--- src/rtl/ram_bus_ctrl.sv ---
// ram_bus_ctrl: picoRV32 native-bus bridge to a single-port synchronous RAM window.
// Defining RAM_BUS_CTRL_RMW_EN merges partial-strobe writes by read-modify-write.
module ram_bus_ctrl #(
   parameter int unsigned ADDR_BITS = 8,
   parameter logic [31:0] BASE_ADDR = 32'h0000_0000
) (
   input  logic                 clk,
   input  logic                 resetn,
   input  logic                 mem_valid,
   input  logic [31:0]          mem_addr,
   input  logic [31:0]          mem_wdata,
   input  logic [3:0]           mem_wstrb,
   output logic                 mem_ready,
   output logic [31:0]          mem_rdata,
   output logic                 ram_wen,
   output logic [ADDR_BITS-1:0] ram_addr,
   output logic [31:0]          ram_wdata,
   input  logic [31:0]          ram_rdata
);

   typedef enum logic [2:0] {StIdle, StRaddr, StRdata, StWrite, StAck} state_e;

   state_e                 state_q, state_d;
   logic                   mem_ready_d;
   logic [31:0]            mem_rdata_d;
   logic                   ram_wen_d;
   logic [ADDR_BITS-1:0]   ram_addr_d;
   logic [31:0]            ram_wdata_d;
   logic                   sel;
   logic                   unused_addr_bits;

   assign sel = mem_valid && (mem_addr[31:ADDR_BITS+2] == BASE_ADDR[31:ADDR_BITS+2]);
   assign unused_addr_bits = ^mem_addr[1:0];

`ifdef RAM_BUS_CTRL_RMW_EN
   logic [3:0]  wstrb_q, wstrb_d;
   logic [31:0] wdata_q, wdata_d;
   logic [31:0] merged;

   // New bytes where strobed, otherwise keep the word just read back.
   always_comb begin
      merged = ram_rdata;
      for (int i = 0; i < 4; i++) begin
         if (wstrb_q[i]) merged[8*i +: 8] = wdata_q[8*i +: 8];
      end
   end
`endif

   always_comb begin
      state_d     = state_q;
      mem_ready_d = 1'b0;
      mem_rdata_d = mem_rdata;
      ram_wen_d   = 1'b0;
      ram_addr_d  = ram_addr;
      ram_wdata_d = ram_wdata;
`ifdef RAM_BUS_CTRL_RMW_EN
      wstrb_d     = wstrb_q;
      wdata_d     = wdata_q;
`endif
      unique case (state_q)
         StIdle: begin
            if (sel) begin
               ram_addr_d = mem_addr[ADDR_BITS+1:2];
`ifdef RAM_BUS_CTRL_RMW_EN
               wstrb_d = mem_wstrb;
               wdata_d = mem_wdata;
               if (mem_wstrb == 4'hF) begin
`else
               if (mem_wstrb != 4'h0) begin
`endif
                  ram_wen_d   = 1'b1;
                  ram_wdata_d = mem_wdata;
                  state_d     = StWrite;
               end else begin
                  state_d = StRaddr;
               end
            end
         end
         StRaddr: state_d = StRdata;
         StRdata: begin
`ifdef RAM_BUS_CTRL_RMW_EN
            if (wstrb_q != 4'h0) begin
               ram_wen_d   = 1'b1;
               ram_wdata_d = merged;
               state_d     = StWrite;
            end else begin
               mem_rdata_d = ram_rdata;
               mem_ready_d = 1'b1;
               state_d     = StAck;
            end
`else
            mem_rdata_d = ram_rdata;
            mem_ready_d = 1'b1;
            state_d     = StAck;
`endif
         end
         StWrite: begin
            mem_ready_d = 1'b1;
            state_d     = StAck;
         end
         StAck:   state_d = StIdle;
         default: state_d = StIdle;
      endcase
   end

   always_ff @(posedge clk) begin
      if (!resetn) begin
         state_q   <= StIdle;
         mem_ready <= 1'b0;
         mem_rdata <= '0;
         ram_wen   <= 1'b0;
         ram_addr  <= '0;
         ram_wdata <= '0;
`ifdef RAM_BUS_CTRL_RMW_EN
         wstrb_q   <= '0;
         wdata_q   <= '0;
`endif
      end else begin
         state_q   <= state_d;
         mem_ready <= mem_ready_d;
         mem_rdata <= mem_rdata_d;
         ram_wen   <= ram_wen_d;
         ram_addr  <= ram_addr_d;
         ram_wdata <= ram_wdata_d;
`ifdef RAM_BUS_CTRL_RMW_EN
         wstrb_q   <= wstrb_d;
         wdata_q   <= wdata_d;
`endif
      end
   end

endmodule

--- config.mk ---
export PLATFORM = sky130hd
export DESIGN_NAME = ram_bus_ctrl
export DESIGN_NICKNAME = d
export VERILOG_FILES = /design/src/rtl/ram_bus_ctrl.sv
export SDC_FILE = /design/constraint.sdc
export NUM_CORES = 1
export LEC_CHECK = 0
export ABC_AREA = 1
export CORE_ASPECT_RATIO = 0.75
export CORE_MARGIN = 3
export CORE_UTILIZATION = 56
export DETAILED_ROUTE_END_ITERATION = 8
export DONT_BUFFER_PORTS = 1
export PLACE_DENSITY = 0.76
export SYNTH_ARGS = -nofsm -noshare
export SYNTH_HDL_FRONTEND = slang
export SYNTH_SLANG_ARGS = --single-unit
--- constraint.sdc ---
create_clock -name clk -period 1.1 [get_ports clk]
set_input_delay 0.22 -clock clk [delete_from_list [all_inputs] [get_ports clk]]
set_output_delay 0.22 -clock clk [all_outputs]
set_load 0.05 [all_outputs]
== After elaboration in Yosys (flattened, before gate mapping) ==
Index checks and enable logic that the tools add are counted.
Widths: inputs -> output; s select.
Cells by class
  $add $sub $neg: 0
  $mul: 0
  divide/modulo/power cells: 0
  magnitude comparators: 0
  eq/ne operators: 4
  shift-type cells: 0
  multiplexer cells: 5
  bitwise operators: 0
  reductions and logical operators: 8
Operator list (count)
  $logic_not 22->1: 1
  $pmux 3 s3: 1
  $eq 3x2->1 const B: 2
  $reduce_and 3->1: 2
  $reduce_bool 4->1: 1
  $eq 3x1->1 const B: 1
  $logic_not 3->1: 1
  $mux 3: 1
  $mux 1: 2
  $mux 2: 1
  $ne 2x2->1 const B: 1
  $reduce_and 2->1: 1
  $reduce_or 2->1: 1
  $logic_and 1x1->1: 1
Storage, ports and cells
  register bits after elaboration: 77
  bits in latches: 0
  memory bits (writable): 0
  memory bits (read-only): 0
  output and inout bits: 74
  word-level logic and storage cells: 23
  memories: 0

== Depth between registers and ports, before layout ==
  depth after elaboration: 4
  depth in mapped cells: 10
  depth with buffers taken out: 9

== Worst setup path before layout ==
No wires, ideal clock.
  path kind: input to register
  from: input port mem_addr[17]
  to: register ram_wdata[10]
  library setup time: 0.114 ns
  data arrival time: 1.068 ns
  required time: 0.986 ns
  slack: -0.082 ns
  stages: 9
  cells stage by stage: nor2_1 nand2_1 nor2_4 nand2_2 nor2_4 buf_6 nand3_1 nand2_1 nor2_1
Between the ends
  cells in the longest elaborated chain, start to end: 3
Ends and longest elaborated chain
  from (decl): RTL line 10  | input logic [31:0] mem_addr,
  $logic_not 22->1: RTL line 32  | assign sel = mem_valid && (mem_addr[31:ADDR_BITS+2] == BASE_ADDR[31:ADDR_BITS+2]);
  $logic_and 1x1->1: RTL line 32
  $reduce_and 3->1 (no source line)
  to (signal assigned): RTL line 124  | ram_wdata <= ram_wdata_d;
  to (decl): RTL line 17  | output logic [31:0] ram_wdata,
No other way between the ends.
A chain may end at the register's enable or synchronous reset.

== Final worst setup path ==
  from: register state_q[2]
  to: register mem_rdata[23]
Between the ends
  cells in the longest elaborated chain, start to end: 1
Ends and longest elaborated chain
  from (decl): RTL line 23  | state_e state_q, state_d;
  from (signal assigned): RTL line 108  | state_q <= StIdle;
  from (signal assigned): RTL line 119  | state_q <= state_d;
  $eq 3x2->1: RTL line 60  | unique case (state_q)
  to (signal assigned): RTL line 121  | mem_rdata <= mem_rdata_d;
  to (decl): RTL line 14  | output logic [31:0] mem_rdata,
No other way between the ends.

==> impl_metrics.sql <==
INSERT INTO impl_metrics (metric_group, metric, value, unit) VALUES
('floorplan', 'std_cell_rows', '23', ''),
('setup_path', 'endpoint', 'mem_rdata[23]', ''),
('synthesis', 'syn_area', '3250', 'µm²'),
('layout', 'antenna-diode-count', '0', ''),
('layout', 'layout_overhead_on_the_synthesized_area', '50.7', '%'),
('setup_path', 'worstRegToRegCells', '6', ''),
('setup_path', 'r2r_end', 'mem_rdata[23]', ''),
('sta', 'achievable-frequency', '751', 'MHz'),
('sta', 'tightest_slew', '0.352', 'ns'),
('sta', 'post-route-worst-setup-slack', '-0.231', 'ns'),
('power', 'overall_power_consumption', '0.00509', 'W'),
('grt', 'grt.total_usage', '24.9', '%'),
('floorplan', 'die-area', '6770', 'µm²'),
('synthesis', 'yosys_register_bits', '77', ''),
('route', 'totalWireLength', '11400', 'µm'),
('grt', 'gr_ovfl_total', '0', ''),
('synthesis', 'synth-main-ff-cell', 'dfxtp_1', ''),
('clock_network', 'depth_of_the_cts_h_tree', '3', ''),
('setup_path', 'critical_path_required', '1.33', 'ns'),
('place', 'place_hpwl', '5820', 'µm'),
('synthesis', 'post_synth_main_area_contributors', 'dfxtp_1 47%, nor2_1 12%, inv_1 9.1%, nand2_1 6.6%, nand3_1 5.2%', ''),
('clock_network', 'cts.sink_count', '77', ''),
('setup_path', 'cp-start-kind', 'flop', ''),
('sta', 'timing_max_transition_violations_final', '0', ''),
('sta', 'rsz_0062_raised_after_global_routing', 'true', ''),
('run_status', 'run_status', 'complete, but fails checks', ''),
('place', 'gpl.final_weighted_congestion', '0.730', ''),
('setup_path', 'timing.rr.start', 'state_q[2]', ''),
('synthesis', 'share_of_the_synthesized_area_in_the_top_cell_type', '47.4', '%'),
('setup_path', 'crit_path_start', 'state_q[2]', ''),
('floorplan', 'chipWidth', '94.0', 'µm'),
('place', 'port-buffer-count', '0', ''),
('sta', 'layout_worst_path_cycle_share', '121', '%'),
('route', 'wl_met3', '1100', 'µm'),
('floorplan', 'chipHeight', '72.0', 'µm'),
('synthesis', 'top_cell_type_by_total_area_after_synthesis', 'dfxtp_1', ''),
('clock_network', 'cts_tree', 'built', ''),
('synthesis', 'yosysSeqAreaShare', '47.4', '%'),
('sta', 'timing.clock.skew', '0.00913', 'ns'),
('sta', 'finalCriticalPeriod', '1.33', 'ns'),
('clock_network', 'cts-root-buf', 'clkbuf_8', ''),
('layout', 'drive_gt1_share', '39.1', '%'),
('sta', 'setup_viol', '75', ''),
('route', 'detailedRoute.firstPassIterationCount', '5', ''),
('route', 'ant_nets', '0', ''),
('power', 'vdd_ir_drop_max', '1.06', 'mV'),
('route', 'wl_met2', '5660', 'µm'),
('floorplan', 'core_area', '5470', 'µm²'),
('layout', 'layout.nets', '648', ''),
('route', 'drt_iter0_markers', '197', ''),
('worst_hold_path', 'hold_crit_path_type', 'in -> reg', ''),
('sta', 'hold_viol_final', '0', ''),
('grt', 'largest_net_degree_at_the_start_of_global_routing', '75', ''),
('run_status', 'violations_in_the_final_reports', 'setup timing', ''),
('synthesis', 'netlist_top_cells_count', '102 x nor2_1, 79 x inv_1, 77 x dfxtp_1', ''),
('route', 'wl_per_cell', '18.2', 'µm'),
('setup_path', 'endpoint_kind', 'flop', ''),
('clock_network', 'clk_transition_reported_paths', '0.08', 'ns'),
('power', 'p_per_area', '1040', 'nW/µm²'),
('grt', 'first_global_vias', '2920', ''),
('floorplan', 'initial_core_utilization', '59.5', '%'),
('route', 'routedLengthMet1', '4170', 'µm'),
('synthesis', 'synth.avg_cell_area', '7.15', 'µm²'),
('setup_path', 'timing.critical_path.slowest_cell_delay', '0.35', 'ns'),
('job', 'cap_violations', '0', ''),
('clock_network', 'cts-root-to-sink-buffers', '2', ''),
('setup_path', 'timing.critical_path.cells', 'inv_1 -> nand3_4 -> buf_8 -> clkbuf_4 -> o21ai_1 -> a21oi_1', ''),
('synthesis', 'post_synth_inst_count', '455', ''),
('route', 'drcViolationCount', '0', ''),
('clock_network', 'clock_insertion_delay_worst_skew', '0.34', 'ns'),
('synthesis', 'count_of_cell_types_in_the_netlist', '20', '');
==> critical path: cells and delay by family, from the launching register on <==
family	cells	cell delay, ns
buf+inv	3	0.49
flops	1	0.35
compound gates	2	0.22
simple gates	1	0.17
==> placed cells by master (no fill, tap or decap) <==
cell type / n
a21oi_1: 32
a21oi_2: 1
buf_12: 8
buf_4: 18
buf_6: 67
buf_8: 2
bufinv_16: 1
clkbuf_1: 1
clkbuf_16: 3
clkbuf_4: 1
clkbuf_8: 9
clkinv_2: 2
clkinv_4: 1
clkinv_8: 1
clkinvlp_4: 2
dfxtp_1: 41
dfxtp_2: 36
dlygate4sd3_1: 1
inv_1: 77
inv_2: 3
nand2_1: 53
nand2_2: 5
nand2_4: 1
nand3_1: 14
nand3_2: 19
nand3_4: 3
nand4_4: 4
nor2_1: 84
nor2_2: 12
nor2_4: 12
nor2_8: 1
nor3_1: 1
nor3_2: 1
o211ai_1: 1
o21ai_0: 4
o21ai_1: 26
o21ai_2: 2
==> layer usage <==
layer / vias up / global-route usage, %
met2: 192 / 44.8
met4: 0 / 5.29
met3: 45 / 10.5
li1: 1576 / -
met5: - / 0
met1: 1599 / 27.7
==> stage by stage <==
stage	hold WS (ns)	setup WS, ns	std cells	area [µm²]
6_report	0.00157	-0.231	625	4900
5_1_grt	0.000172	-0.276	625	4900
4_1_cts	-0.0156	-0.150	615	4430
3_5_place_dp	0.351	-0.161	593	4030
3_3_place_gp	0.347	-0.116	593	4030
2_1_floorplan	0.355	-0.0774	455	3360
==> where the power goes <==
part | switching (W) | internal, W | total [W]
clock network | 0.00104 | 0.00104 | 0.00209
logic | 0.000135 | 0.0000874 | 0.000222
registers | 0.00000000252 | 0.00278 | 0.00278
==> flip-flops by register name (all words and copies together) (netlist names) <==
name and cells:
ram_addr 8, mem_ready 1, ram_wen 1, state_q 3, mem_rdata 32, ram_wdata 32
==> cell families (layout without fill, tap and decap cells) <==
kind of cell           count (synthesis)  after routing  share of synthesized area, %
flip-flops                            77             77                          47.4
AO/OA/AOI/OAI                         66             66                          10.2
buffers and inverters                105            197                          13.8
AND/OR/NAND/NOR                      207            210                          28.6
==> how the worst min path moves through the flow <==
stage	from	endpoint	cells after the start	slack, ns
6_report	resetn	ram_addr[1]	2	0.002
5_1_grt	resetn	mem_rdata[13]	2	0.0002
4_1_cts	resetn	ram_wdata[30]	2	-0.02
3_5_place_dp	resetn	ram_addr[2]	2	0.35
3_3_place_gp	resetn	ram_wdata[22]	2	0.35
2_1_floorplan	mem_addr[2]	ram_addr[0]	2	0.35
==> final cells by class <==
cell class | instances | area (µm²)
multi-input cells | 276 | 1540
fillers | 223 | 563
repair buffers | 100 | 1170
clock inverters | 6 | 63.8
inverters | 81 | 317
well taps | 75 | 93.8
flip-flops and latches | 77 | 1590
clock buffers | 10 | 128
==> repair_timing <==
action	CTS	global route
endpoints found under the setup margin	86	132
endpoints found under the hold margin	29	30
pin swaps	3	25
resized for setup	61	117
buffers inserted	2	4
cloned	4	4
(Power assumes the default switching activity.)
